==> src/rtl/cordic_atan2_iter_if.sv <==
// rtl/cordic_atan2_iter_if.sv - sample-in / result-out handshake bundle for the CORDIC atan2 block
interface cordic_atan2_iter_if #(
  parameter int WIDTH = 16
);
  logic                    i_valid;
  logic                    i_ready;
  logic signed [WIDTH-1:0] i_cos;
  logic signed [WIDTH-1:0] i_sin;
  logic                    o_valid;
  logic                    o_ready;
  logic [WIDTH-1:0]        o_arg;
  logic [WIDTH:0]          o_mag;

  modport master (
    output i_valid, i_cos, i_sin, o_ready,
    input  i_ready, o_valid, o_arg, o_mag
  );

  modport slave (
    input  i_valid, i_cos, i_sin, o_ready,
    output i_ready, o_valid, o_arg, o_mag
  );
endinterface

==> src/rtl/cordic_atan2_iter.sv <==
// rtl/cordic_atan2_iter.sv - iterative vectoring-mode CORDIC returning full-circle phase and scaled magnitude
module cordic_atan2_iter #(
  parameter int WIDTH = 16,
  parameter int ITER  = 16,
  parameter int GUARD = 3
) (
  input  logic               clk,
  input  logic               reset,
  input  logic               clkena,
  cordic_atan2_iter_if.slave bus
);

  localparam int XW = WIDTH + 2;
  localparam int ZW = WIDTH + GUARD;
  localparam int KW = (ITER > 1) ? $clog2(ITER) : 1;

  typedef enum logic [1:0] {IDLE, ROTATE, DONE} state_t;

  // Arctangent table in accumulator units (full circle = 2^ZW), rounded to nearest.
  function automatic logic [ITER*ZW-1:0] atan_table();
    logic [ITER*ZW-1:0] t;
    real                scale;
    longint             v;
    t     = '0;
    scale = (2.0 ** ZW) / (2.0 * 3.14159265358979323846);
    for (int i = 0; i < ITER; i++) begin
      v = longint'($atan(1.0 / (2.0 ** i)) * scale);
      t[i*ZW +: ZW] = v[ZW-1:0];
    end
    return t;
  endfunction

  localparam logic [ITER*ZW-1:0] ATAN_TAB = atan_table();

  state_t                state_q, state_d;
  logic signed [XW-1:0]  x_q, x_d;
  logic signed [XW-1:0]  y_q, y_d;
  logic [ZW-1:0]         z_q, z_d;
  logic [KW-1:0]         k_q, k_d;
  logic                  zero_q, zero_d;

  logic signed [XW-1:0]  cos_ext;
  logic signed [XW-1:0]  sin_ext;
  logic signed [XW-1:0]  x_shift;
  logic signed [XW-1:0]  y_shift;
  logic [ZW-1:0]         atan_k;

  // Operand preparation: sign-extend inputs (two spare bits keep -(-2^(WIDTH-1)) and the K gain in range).
  always_comb begin
    cos_ext = {{2{bus.i_cos[WIDTH-1]}}, bus.i_cos};
    sin_ext = {{2{bus.i_sin[WIDTH-1]}}, bus.i_sin};
    x_shift = x_q >>> k_q;
    y_shift = y_q >>> k_q;
    atan_k  = ATAN_TAB[k_q*ZW +: ZW];
  end

  // Next-state and datapath: latch/pre-rotate in IDLE, one micro-rotation per enabled clock in ROTATE.
  always_comb begin
    state_d = state_q;
    x_d     = x_q;
    y_d     = y_q;
    z_d     = z_q;
    k_d     = k_q;
    zero_d  = zero_q;
    if (clkena) begin
      case (state_q)
        IDLE: begin
          if (bus.i_valid) begin
            zero_d  = (bus.i_cos == '0) && (bus.i_sin == '0);
            k_d     = '0;
            state_d = ROTATE;
            if (bus.i_cos[WIDTH-1]) begin
              // Left half-plane: rotate by pi so the CORDIC only has to cover +-pi/2.
              x_d = -cos_ext;
              y_d = -sin_ext;
              z_d = {1'b1, {(ZW-1){1'b0}}};
            end else begin
              x_d = cos_ext;
              y_d = sin_ext;
              z_d = '0;
            end
          end
        end
        ROTATE: begin
          // A zero vector has no defined angle; freezing keeps o_arg=o_mag=0 with unchanged timing.
          if (!zero_q) begin
            if (!y_q[XW-1]) begin
              x_d = x_q + y_shift;
              y_d = y_q - x_shift;
              z_d = z_q + atan_k;
            end else begin
              x_d = x_q - y_shift;
              y_d = y_q + x_shift;
              z_d = z_q - atan_k;
            end
          end
          k_d = k_q + KW'(1);
          if (k_q == KW'(ITER - 1)) begin
            state_d = DONE;
          end
        end
        DONE: begin
          if (bus.o_ready) begin
            state_d = IDLE;
          end
        end
        default: state_d = IDLE;
      endcase
    end
  end

  // State register; asynchronous reset aborts any sample in flight.
  always_ff @(posedge clk or negedge reset) begin
    if (!reset) begin
      state_q <= IDLE;
      x_q     <= '0;
      y_q     <= '0;
      z_q     <= '0;
      k_q     <= '0;
      zero_q  <= 1'b0;
    end else begin
      state_q <= state_d;
      x_q     <= x_d;
      y_q     <= y_d;
      z_q     <= z_d;
      k_q     <= k_d;
      zero_q  <= zero_d;
    end
  end

  // Outputs: rounding (z + half LSB) >> GUARD is the same as adding the bit just below the cut.
  always_comb begin
    bus.i_ready = (state_q == IDLE) && reset;
    bus.o_valid = (state_q == DONE);
    bus.o_arg   = '0;
    bus.o_mag   = '0;
    if (state_q == DONE) begin
      bus.o_arg = z_q[ZW-1:GUARD] + WIDTH'(z_q[GUARD-1]);
      bus.o_mag = x_q[WIDTH:0];
    end
  end

endmodule

==> src/flat_wrapper.sv <==
// flat-port wrapper written by rule: the top's interface ports become plain ports
module cordic_atan2_iter_flat 
#(
  parameter int WIDTH = 16,
  parameter int ITER  = 16,
  parameter int GUARD = 3
)
  (clk, reset, clkena, bus_i_valid, bus_i_cos, bus_i_sin, bus_o_ready, bus_i_ready, bus_o_valid, bus_o_arg, bus_o_mag);
  cordic_atan2_iter_if #(.WIDTH(WIDTH)) bus_i ();
  input  logic clk;
  input  logic reset;
  input  logic clkena;
  input wire logic [$bits(bus_i.i_valid)-1:0] bus_i_valid;
  input wire logic [$bits(bus_i.i_cos)-1:0] bus_i_cos;
  input wire logic [$bits(bus_i.i_sin)-1:0] bus_i_sin;
  input wire logic [$bits(bus_i.o_ready)-1:0] bus_o_ready;
  output wire logic [$bits(bus_i.i_ready)-1:0] bus_i_ready;
  output wire logic [$bits(bus_i.o_valid)-1:0] bus_o_valid;
  output wire logic [$bits(bus_i.o_arg)-1:0] bus_o_arg;
  output wire logic [$bits(bus_i.o_mag)-1:0] bus_o_mag;
  assign bus_i.i_valid = bus_i_valid;
  assign bus_i.i_cos = bus_i_cos;
  assign bus_i.i_sin = bus_i_sin;
  assign bus_i.o_ready = bus_o_ready;
  assign bus_i_ready = bus_i.i_ready;
  assign bus_o_valid = bus_i.o_valid;
  assign bus_o_arg = bus_i.o_arg;
  assign bus_o_mag = bus_i.o_mag;
  cordic_atan2_iter #(.WIDTH(WIDTH), .ITER(ITER), .GUARD(GUARD)) u_core (.clk(clk), .reset(reset), .clkena(clkena), .bus(bus_i));
endmodule
==> config.mk <==
export PLATFORM = sky130hd
export DESIGN_NAME = cordic_atan2_iter_flat
export DESIGN_NICKNAME = d
export VERILOG_FILES = /design/src/rtl/cordic_atan2_iter_if.sv /design/src/rtl/cordic_atan2_iter.sv /design/src/flat_wrapper.sv
export SDC_FILE = /design/constraint.sdc
export NUM_CORES = 1
export LEC_CHECK = 0
export ABC_AREA = 1
export BUFFER_PORTS_ARGS = -buffer_cell sky130_fd_sc_hd__buf_2
export CAP_MARGIN = 20
export CELL_PAD_IN_SITES_DETAIL_PLACEMENT = 0
export CELL_PAD_IN_SITES_GLOBAL_PLACEMENT = 1
export CORE_UTILIZATION = 47
export DETAILED_ROUTE_END_ITERATION = 7
export GPL_TIMING_DRIVEN = 0
export HOLD_SLACK_MARGIN = 0.06
export PLACE_DENSITY_LB_ADDON = 0.1
export SYNTH_ARGS = -nofsm -noshare
export SYNTH_HDL_FRONTEND = slang
export SYNTH_SLANG_ARGS = --single-unit
==> constraint.sdc <==
create_clock -name clk -period 10.7 [get_ports clk]
set_input_delay 3.21 -clock clk [delete_from_list [all_inputs] [get_ports clk]]
set_output_delay 3.21 -clock clk [all_outputs]
set_load 0.1 [all_outputs]
==> impl_metrics.py, run 1 <==
metrics = {
    "worst_setup_path": {
        "end_kind": "output pin",
        "rrSetupSlack_ns": 5.73,
        "cp.required_ns": 7.49,
        "cp.arrival_ns": 4.52,
        "crit_slowest_cell": "buf_4",
        "worstRegToRegCells": 24,
        "path_class": "input port to output pin",
        "critical-path-max-stage-delay_ns": 0.65,
        "r2r-start": "u_core.k_q[0]$_DFFE_PN0P_",
        "cp_top_family": "buffers and inverters",
        "crit_buf_inv": 3,
        "cp_max_fo": 63,
        "crit_chain": "buf_4 > inv_1 > nor2_1 > buf_2",
        "r2r_end": "u_core.y_q[17]$_DFFE_PN0P_",
        "start_kind": "input port",
    },
    "timing": {
        "setup_viol": 0,
        "worst_slack_ns": 2.970,
        "finalCritPeriodShare": 0.7224,
        "rsz0062_at_grt": "no",
        "slew_headroom": 0.3049,
        "period_minus_slack_ns": 7.730,
        "setup_tns_ns": 0,
        "clock.fmax_mhz": 129.4,
        "worstMarginPinSlew_ns": 1.030,
        "finalHoldViolations": 0,
        "slew_violations": 0,
        "finClkSkew_ns": 0.01341,
    },
    "synthesis": {
        "syn_area_mm2": 0.009387,
        "synth-compound-area-share": 0.2302,
        "synth.most_common_cell": "nand2_1",
        "muxShareOfSynthArea": 0,
        "synth_area_leader_cell": "nand2_1",
        "ys_ff_latch": 62,
        "syn_nets": 1705,
        "syn_inst": 1598,
        "netlist_top_cells_area": "nand2_1 (17%), dfrtp_1 (17%), ha_1 (8.9%)",
        "synth_edf_count": 0,
        "yosysSeqAreaShare": 0.1653,
        "synth_warnings": 0,
        "synth-xor-area-share": 0.04199,
        "yosys.area_share.adder": 0.09571,
        "netlist.area_leader.share": 0.1668,
        "synth_async_sr_flop_share": 1.000,
        "ys_types": 56,
        "synth_top_family_by_area": "simple AND/OR/NAND/NOR gates",
        "synthSimpleGateAreaFrac": 0.3552,
        "syn_area_per_cell_um2": 5.874,
        "ys.flop_type": "dfrtp_1",
        "synth_common_cells": "nand2_1 (417), inv_1 (179), nand3_1 (154)",
    },
    "worst_hold_path": {
        "hold_start": "u_core.z_q[2]$_DFFE_PN0P_",
        "whs_path_depth": 2,
        "hold_end": "u_core.z_q[2]$_DFFE_PN0P_",
        "hp-class": "register to register",
    },
    "floorplan": {
        "num_rows": 51,
        "pin_count": 72,
        "fp.dieArea_mm2": 0.02054,
        "core_mm2": 0.01953,
        "die_h_um": 143.3,
        "start_util": 0.4807,
        "die_w_um": 143.3,
    },
    "clock_tree": {
        "cts_resized": 0,
        "tritoncts": "done",
        "cts_made_buffers": 9,
        "post_cts_buffers": 0,
        "clk_path_buf_depth": 2,
        "path_clk_slew_ns": 0.07,
        "ctsHoldBuffers": 0,
        "worstSkewPairLatency_ns": 0.36,
        "root_buffer": "clkbuf_16",
        "clock-sinks": 62,
        "h-tree-depth": 3,
    },
    "grt": {
        "grtUsageTotal": 0.3717,
        "antenna_found_initial": 1,
        "grt_max_degree": 64,
        "grt.overflow.total": 0,
        "grt_pass1_vias": 9823,
        "grt_pass1_wl_um": 56540,
    },
    "layout": {
        "nets": 1786,
        "fin_cells": 1949,
        "area_growth_pct": 10.36,
        "n_antenna_cell": 0,
        "utilization": 0.5305,
        "drive_gt1_frac": 0.09145,
    },
    "place": {
        "dp_slack_ns": 2.900,
        "gp_congestion": 1.065,
        "hpwl_um": 29790,
        "io_buffer_count": 70,
        "dp_cells": 1933,
    },
    "run": {
        "drv_cap": 0,
    },
    "drt": {
        "vias_per_cell": 5.754,
        "drcViolationCount": 0,
        "drt_iter0_markers": 1353,
        "wire_per_inst_um": 19.01,
        "postRouteAntennaNets": 0,
        "wl_um": 37040,
        "dr.pass1.iters": 6,
        "vias": 11220,
    },
    "run_status": {
        "outcome": "finished clean",
    },
}
[registers in the layout, summed over array words and instances (netlist names)]
name and cells:
u_core.x_q 18, u_core.z_q 19, u_core.state_q 2, u_core.k_q 4, u_core.zero_q 1, u_core.y_q 18
[worst max path at each step]
stage                      from     endpoint  cells past startpoint
after floorplan           reset  bus_i_ready                      2
after global placement    reset  bus_i_ready                      4
after detailed placement  reset  bus_i_ready                      4
after CTS                 reset  bus_i_ready                      4
after global routing      reset  bus_i_ready                      4
final                     reset  bus_i_ready                      4
[kinds of logic after synthesis]
group | count (synthesis)
buffers and inverters | 251
adder cells (fa/ha/maj) | 70
XOR/XNOR | 45
AO/OA/AOI/OAI | 386
flip-flops | 62
AND/OR/NAND/NOR | 784
[worst register-to-register path: stages, from the launching register on]
cell and delay, ns:
dfrtp_1 0.45, buf_6 0.17, inv_4 0.07, buf_2 0.28
nand2_1 0.12, nand3_1 0.10, nand3_1 0.11, nand2_1 0.20
ha_1 0.23, nand4_2 0.17, nor3_4 0.29, nand3_1 0.10
nand2_1 0.08, xor2_1 0.17, inv_1 0.09, ha_1 0.37
nand2_1 0.11, nor3_1 0.36, nand2_1 0.09, o311ai_0 0.86
inv_1 0.10, nand3_1 0.12, nand3_1 0.07, nand2_1 0.11
nand2_1 0.06
[stage by stage]
| step | area (um^2) | hold slack (ns) |
|---|---|---|
| floorplan | 9387 | 0.4755 |
| global placement | 10070 | 0.5078 |
| detailed placement | 10070 | 0.5151 |
| CTS | 10360 | 0.5313 |
| global route | 10360 | 0.5510 |
| finish | 10360 | 0.5314 |
[final cells by class]
class,instances,area [um^2]
clock inverters,7,62.56
fillers,2141,9168
inverters,189,711.9
multi-input cells,1285,6788
plain buffers,62,335.3
repair buffers,70,352.8
flip-flops and latches,62,1551
well taps,265,331.6
clock buffers,9,225.2
[layer usage]
metal  global-route usage  share of wire  vias to the layer above
li1                     -              -                     5513
met1               0.5470           0.48                     5103
met2               0.5243           0.39                      549
met3              0.09464           0.11                       48
met4               0.1120          0.022                        2
met5                    0        0.00032                        -
[cell usage in the layout (no fill, tap or decap), types with 5 or more instances in the layout]
master     Yosys  final
nand2_1      417    417
inv_1        179    179
nand3_1      154    154
o21ai_0      150    150
nor2_1       140    140
a21oi_1      131    131
buf_2         16     85
ha_1          67     67
dfrtp_1       62     62
clkbuf_1      32     32
xor2_1        30     30
nor3_1        25     25
o21ai_1       16     16
xnor2_1       15     15
o211ai_1      14     14
o22ai_1       11     11
nand4_1       11     11
a22oi_1       10     10
nand2_2       10     10
a31oi_1        9      9
o31ai_1        9      9
a21o_1         9      9
clkbuf_16      0      9
buf_6          8      8
inv_2          7      7
nor4_1         5      5
nor2_2         5      5
o21ai_2        5      5
Power of run 1 is not shown: default switching activity piles up to over one toggle a cycle in this logic, so the estimate is an artifact.
==> inputs of run 2 (changes only) <==
--- a/config.mk
+++ b/config.mk
@@ -10,7 +10,7 @@
 export CAP_MARGIN = 20
 export CELL_PAD_IN_SITES_DETAIL_PLACEMENT = 0
 export CELL_PAD_IN_SITES_GLOBAL_PLACEMENT = 1
-export CORE_UTILIZATION = 47
+export CORE_UTILIZATION = 39
 export DETAILED_ROUTE_END_ITERATION = 7
 export GPL_TIMING_DRIVEN = 0
 export HOLD_SLACK_MARGIN = 0.06
==> constraint.sdc (replaced) <==
create_clock -name clk -period 6.3 [get_ports clk]
set_input_delay 1.89 -clock clk [delete_from_list [all_inputs] [get_ports clk]]
set_output_delay 1.89 -clock clk [all_outputs]
set_load 0.1 [all_outputs]
==> impl_metrics.py, run 2 (same netlist as run 1, synthesis figures left out) <==
metrics = {
    "floorplan": {
        "core_mm2": 0.02354,
        "die_w_um": 157.1,
        "die_h_um": 157.1,
        "num_rows": 56,
        "pin_count": 72,
        "fp.dieArea_mm2": 0.02469,
        "start_util": 0.3987,
    },
    "worst_setup_path": {
        "start_kind": "register",
        "crit_buf_inv": 3,
        "critical-path-max-stage-delay_ns": 0.46,
        "path_class": "register to output pin",
        "crit_chain": "ha_1 > ha_1 > nand2_1 > nor2_1 > inv_1 > nor4_1 > nand2_1 > nor3_1 > inv_1 > nor2_1 > a21oi_1 > nor3_1 > buf_2",
        "cp_top_family": "simple AND/OR/NAND/NOR gates",
        "cp.arrival_ns": 3.34,
        "startpoint": "u_core.z_q[2]$_DFFE_PN0P_",
        "worstRegToRegCells": 24,
        "cp.required_ns": 4.41,
        "r2r-start": "u_core.k_q[0]$_DFFE_PN0P_",
        "cp_max_fo": 4,
        "rrSetupSlack_ns": 1.31,
        "path_depth": 13,
        "crit_slowest_cell": "buf_2",
        "end_kind": "output pin",
        "r2r_end": "u_core.x_q[12]$_DFFE_PN0P_",
    },
    "timing": {
        "finClkSkew_ns": 0.01503,
        "setup_viol": 0,
        "slew_violations": 0,
        "slew_headroom": 0.3009,
        "worstMarginPinSlew_ns": 1.049,
        "finalCritPeriodShare": 0.8305,
        "rsz0062_at_grt": "no",
        "clock.fmax_mhz": 191.1,
        "finalHoldViolations": 0,
        "period_minus_slack_ns": 5.232,
        "setup_tns_ns": 0,
    },
    "drt": {
        "vias_per_cell": 5.592,
        "vias": 11210,
        "drt_iter0_markers": 1270,
        "dr.pass1.iters": 6,
        "postRouteAntennaNets": 0,
        "wire_per_inst_um": 19.56,
        "wl_um": 39190,
        "drcViolationCount": 0,
    },
    "clock_tree": {
        "clk_path_buf_depth": 2,
        "root_buffer": "clkbuf_16",
        "ctsHoldBuffers": 0,
        "clock-sinks": 62,
        "post_cts_buffers": 0,
        "worstSkewPairLatency_ns": 0.36,
        "cts_resized": 0,
        "h-tree-depth": 3,
        "cts_made_buffers": 9,
        "path_clk_slew_ns": 0.07,
        "tritoncts": "done",
    },
    "grt": {
        "antenna_found_initial": 0,
        "grt_pass1_wl_um": 59360,
        "grt_pass1_vias": 9942,
        "grtUsageTotal": 0.3254,
        "grt_max_degree": 60,
        "grt.overflow.total": 0,
    },
    "place": {
        "hpwl_um": 31360,
        "gp_congestion": 0.9803,
        "io_buffer_count": 70,
    },
    "layout": {
        "largest_register_ff_count": 19,
        "nets": 1787,
        "top_register": "u_core.z_q",
        "layout_commonest_cell": "nand2_1",
        "mostFrequentLayoutCells": "nand2_1 (417), inv_1 (179), nand3_1 (154), o21ai_0 (150), nor2_1 (140)",
        "area_growth_pct": 11.37,
        "reg_top3": "u_core.z_q: 19 flops, u_core.x_q: 18 flops, u_core.y_q: 18 flops",
        "drive_gt1_frac": 0.09199,
        "n_antenna_cell": 0,
    },
    "worst_hold_path": {
        "hp-class": "register to register",
        "hold_start": "u_core.state_q[0]$_DFFE_PN0P_",
        "hold_end": "u_core.state_q[0]$_DFFE_PN0P_",
        "whs_path_depth": 2,
    },
    "run": {
        "drv_cap": 0,
    },
    "run_status": {
        "outcome": "finished clean",
    },
}
-- run 2: cell types whose count changed in the layout (fill, tap and decap cells not counted) --
cell      before  now
inv_6          3    4
clkinv_4       2    1
buf_16         0    1
-- run 2: cell type report --
type / instances / area, um^2
Fill cell: 2727 / 13090
Multi-Input combinational cell: 1285 / 6788
Sequential cell: 62 / 1551
Inverter: 189 / 711.9
Tap cell: 319 / 399.1
Timing Repair Buffer: 71 / 380.4
Buffer: 62 / 335.3
Clock buffer: 9 / 225.2
Clock inverter: 7 / 62.56
-- run 2: routing by layer --
metal	up-vias	track usage	share of wire
li1	5514	-	-
met1	5225	0.4871	0.49
met2	424	0.4567	0.40
met3	43	0.06773	0.083
met4	0	0.1012	0.025
met5	-	0	0
-- run 2: worst reg2reg max path: stages, from the launching register on --
cell and delay (ns):
dfrtp_1 0.45, buf_6 0.18, buf_6 0.17, buf_6 0.18, o21ai_0 0.16, o21ai_0 0.24
nand2_1 0.11, nand2_1 0.09, nand2_1 0.05, nand2_1 0.26, inv_1 0.08, ha_1 0.27
o21ai_0 0.67, fa_1 0.37, nand3_1 0.08, nand2_1 0.11, a21oi_1 0.10, o21ai_0 0.36
a21boi_0 0.21, o21ai_0 0.32, nand2_1 0.09, nand2_1 0.06, o21ai_0 0.08, nand2_1 0.07
o21ai_0 0.09
-- run 2: how the worst max path moves through the flow --
stage | to | slack (ns)
2_1_floorplan | bus_o_arg[14] | 0.52
3_3_place_gp | bus_i_ready | 0.59
3_5_place_dp | bus_o_arg[14] | 1.50
4_1_cts | bus_o_arg[14] | 1.09
5_1_grt | bus_o_arg[14] | 0.71
6_report | bus_o_arg[14] | 1.07
-- run 2: metrics by stage --
stage               setup WS [ns]  instances  utilization  hold slack, ns  cell area (um^2)
floorplan                  0.5208       1598            -          0.4755              9387
global placement           0.5871       1987       0.4305          0.5070             10140
detailed placement          1.497       1988       0.4318          0.5209             10170
CTS                         1.090       2004       0.4440          0.5404             10450
global route               0.7123       2004       0.4440          0.5721             10450
finish                      1.068       2004       0.4440          0.5390             10450
Power of run 2 is left out for the same reason.
==> inputs of run 3 (changes only) <==
--- a/config.mk
+++ b/config.mk
@@ -10,7 +10,7 @@
 export CAP_MARGIN = 20
 export CELL_PAD_IN_SITES_DETAIL_PLACEMENT = 0
 export CELL_PAD_IN_SITES_GLOBAL_PLACEMENT = 1
-export CORE_UTILIZATION = 39
+export CORE_UTILIZATION = 43
 export DETAILED_ROUTE_END_ITERATION = 7
 export GPL_TIMING_DRIVEN = 0
 export HOLD_SLACK_MARGIN = 0.06
==> constraint.sdc (replaced) <==
create_clock -name clk -period 5.1 [get_ports clk]
set_input_delay 1.53 -clock clk [delete_from_list [all_inputs] [get_ports clk]]
set_output_delay 1.53 -clock clk [all_outputs]
set_load 0.1 [all_outputs]
==> impl_metrics.py, run 3 (same netlist as run 1, synthesis figures left out) <==
metrics = {
    "run_status": {
        "outcome": "finished clean",
    },
    "grt": {
        "grtUsageTotal": 0.3503,
        "grt.overflow.total": 0,
        "grt_pass1_wl_um": 58050,
        "grt_pass1_vias": 9763,
        "antenna_found_initial": 1,
        "grt_max_degree": 64,
    },
    "timing": {
        "clock.fmax_mhz": 208.6,
        "finalHoldViolations": 0,
        "slew_violations": 0,
        "rsz0062_at_grt": "no",
        "slew_headroom": 0.2625,
        "finClkSkew_ns": 0.01078,
        "setup_tns_ns": 0,
        "worstMarginPinSlew_ns": 1.106,
        "period_minus_slack_ns": 4.794,
        "setup_viol": 0,
        "finalCritPeriodShare": 0.9400,
    },
    "layout": {
        "nets": 1786,
        "layout_commonest_cell": "nand2_1",
        "drive_gt1_frac": 0.09323,
        "top_register": "u_core.z_q",
        "mostFrequentLayoutCells": "nand2_1 (417), inv_1 (179), nand3_1 (154), o21ai_0 (150), nor2_1 (140)",
        "largest_register_ff_count": 19,
        "n_antenna_cell": 0,
        "area_growth_pct": 10.81,
        "reg_top3": "u_core.z_q: 19 flops, u_core.x_q: 18 flops, u_core.y_q: 18 flops",
    },
    "worst_setup_path": {
        "critical-path-max-stage-delay_ns": 0.57,
        "cp_max_fo": 10,
        "start_kind": "register",
        "worstRegToRegCells": 27,
        "rrSetupSlack_ns": 0.31,
        "crit_buf_inv": 4,
        "cp.arrival_ns": 5.03,
        "end_kind": "register",
        "cpMostUsedCell": "nand2_1",
        "crit_slowest_cell": "o21ai_0",
        "cp.required_ns": 5.34,
        "cp_top_family": "compound AO/OA/AOI/OAI gates",
        "path_class": "register to register",
        "r2r-start": "u_core.k_q[0]$_DFFE_PN0P_",
        "r2r_end": "u_core.x_q[17]$_DFFE_PN0P_",
    },
    "worst_hold_path": {
        "hold_end": "u_core.state_q[0]$_DFFE_PN0P_",
        "hold_start": "u_core.state_q[0]$_DFFE_PN0P_",
        "whs_path_depth": 2,
        "hp-class": "register to register",
    },
    "place": {
        "hpwl_um": 30890,
        "io_buffer_count": 70,
        "gp_congestion": 0.9861,
    },
    "drt": {
        "drt_iter0_markers": 934,
        "postRouteAntennaNets": 0,
        "vias": 11230,
        "dr.pass1.iters": 5,
        "wl_um": 38450,
        "drcViolationCount": 0,
        "vias_per_cell": 5.733,
        "wire_per_inst_um": 19.63,
    },
    "floorplan": {
        "num_rows": 53,
        "core_mm2": 0.02122,
        "die_w_um": 149.7,
        "pin_count": 72,
        "die_h_um": 149.7,
        "start_util": 0.4423,
        "fp.dieArea_mm2": 0.02242,
    },
    "clock_tree": {
        "path_clk_slew_ns": 0.07,
        "clk_path_buf_depth": 2,
        "tritoncts": "done",
        "worstSkewPairLatency_ns": 0.36,
        "cts_made_buffers": 9,
        "h-tree-depth": 3,
        "root_buffer": "clkbuf_16",
        "post_cts_buffers": 0,
        "clock-sinks": 62,
        "ctsHoldBuffers": 0,
    },
    "run": {
        "drv_cap": 0,
    },
}
run 3: cell types whose count changed in the layout (fill, tap and decap cells not counted), sizes merged:
cell | previous run | this run
bufinv | 0 | 1
clkbuf | 41 | 43
buf | 101 | 98
inv | 192 | 191
run 3: area by class of cell:
class,instances,area [um^2]
clock buffers,9,225.2
fillers,2405,10820
flip-flops and latches,62,1551
inverters,189,711.9
plain buffers,62,336.6
clock inverters,7,77.57
well taps,275,344.1
repair buffers,70,355.3
multi-input cells,1285,6799
run 3: metrics by stage:
stage | cells | hold slack, ns | area [um^2] | util | worst slack [ns]
global placement | 1943 | 0.5104 | 10090 | 0.4753 | 0.1610
global route | 1959 | 0.5675 | 10400 | 0.4902 | 0.007469
CTS | 1959 | 0.5378 | 10390 | 0.4897 | 0.2719
detailed placement | 1943 | 0.5229 | 10090 | 0.4754 | 0.4461
floorplan | 1598 | 0.4755 | 9392 | - | 0.1033
finish | 1959 | 0.5357 | 10400 | 0.4902 | 0.3058
run 3: worst min-delay path, delay by kind of cell, from the launching register on:
family	cells	cell delay, ns
AOI/OAI and AO/OA	1	0.08
DFF	1	0.38
buffers and inverters	1	0.05
run 3: worst max-delay path by stage:
stage	from	slack, ns	cells past startpoint	end
floorplan	u_core.z_q[2]$_DFFE_PN0P_	0.10	9	bus_o_arg[13]
global placement	reset	0.16	4	bus_i_ready
detailed placement	u_core.y_q[17]$_DFFE_PN0P_	0.45	18	u_core.x_q[12]$_DFFE_PN0P_
CTS	u_core.z_q[2]$_DFFE_PN0P_	0.27	13	bus_o_arg[14]
global route	u_core.k_q[0]$_DFFE_PN0P_	0.007	25	u_core.x_q[17]$_DFFE_PN0P_
finish	u_core.k_q[0]$_DFFE_PN0P_	0.31	27	u_core.x_q[17]$_DFFE_PN0P_
run 3: timing repair:
action                                  CTS  global route
endpoints found under the setup margin    0             4
resized for setup                         0             3
endpoints found under the hold margin     0             0
run 3: per-layer routing:
metal	global-route usage	routed length [um]	vias to the layer above
li1	-	-	5507
met1	0.5342	18840	5185
met2	0.4914	15240	483
met3	0.05823	3363	53
met4	0.1096	991	2
met5	0	13	-
Power of run 3 is left out for the same reason.
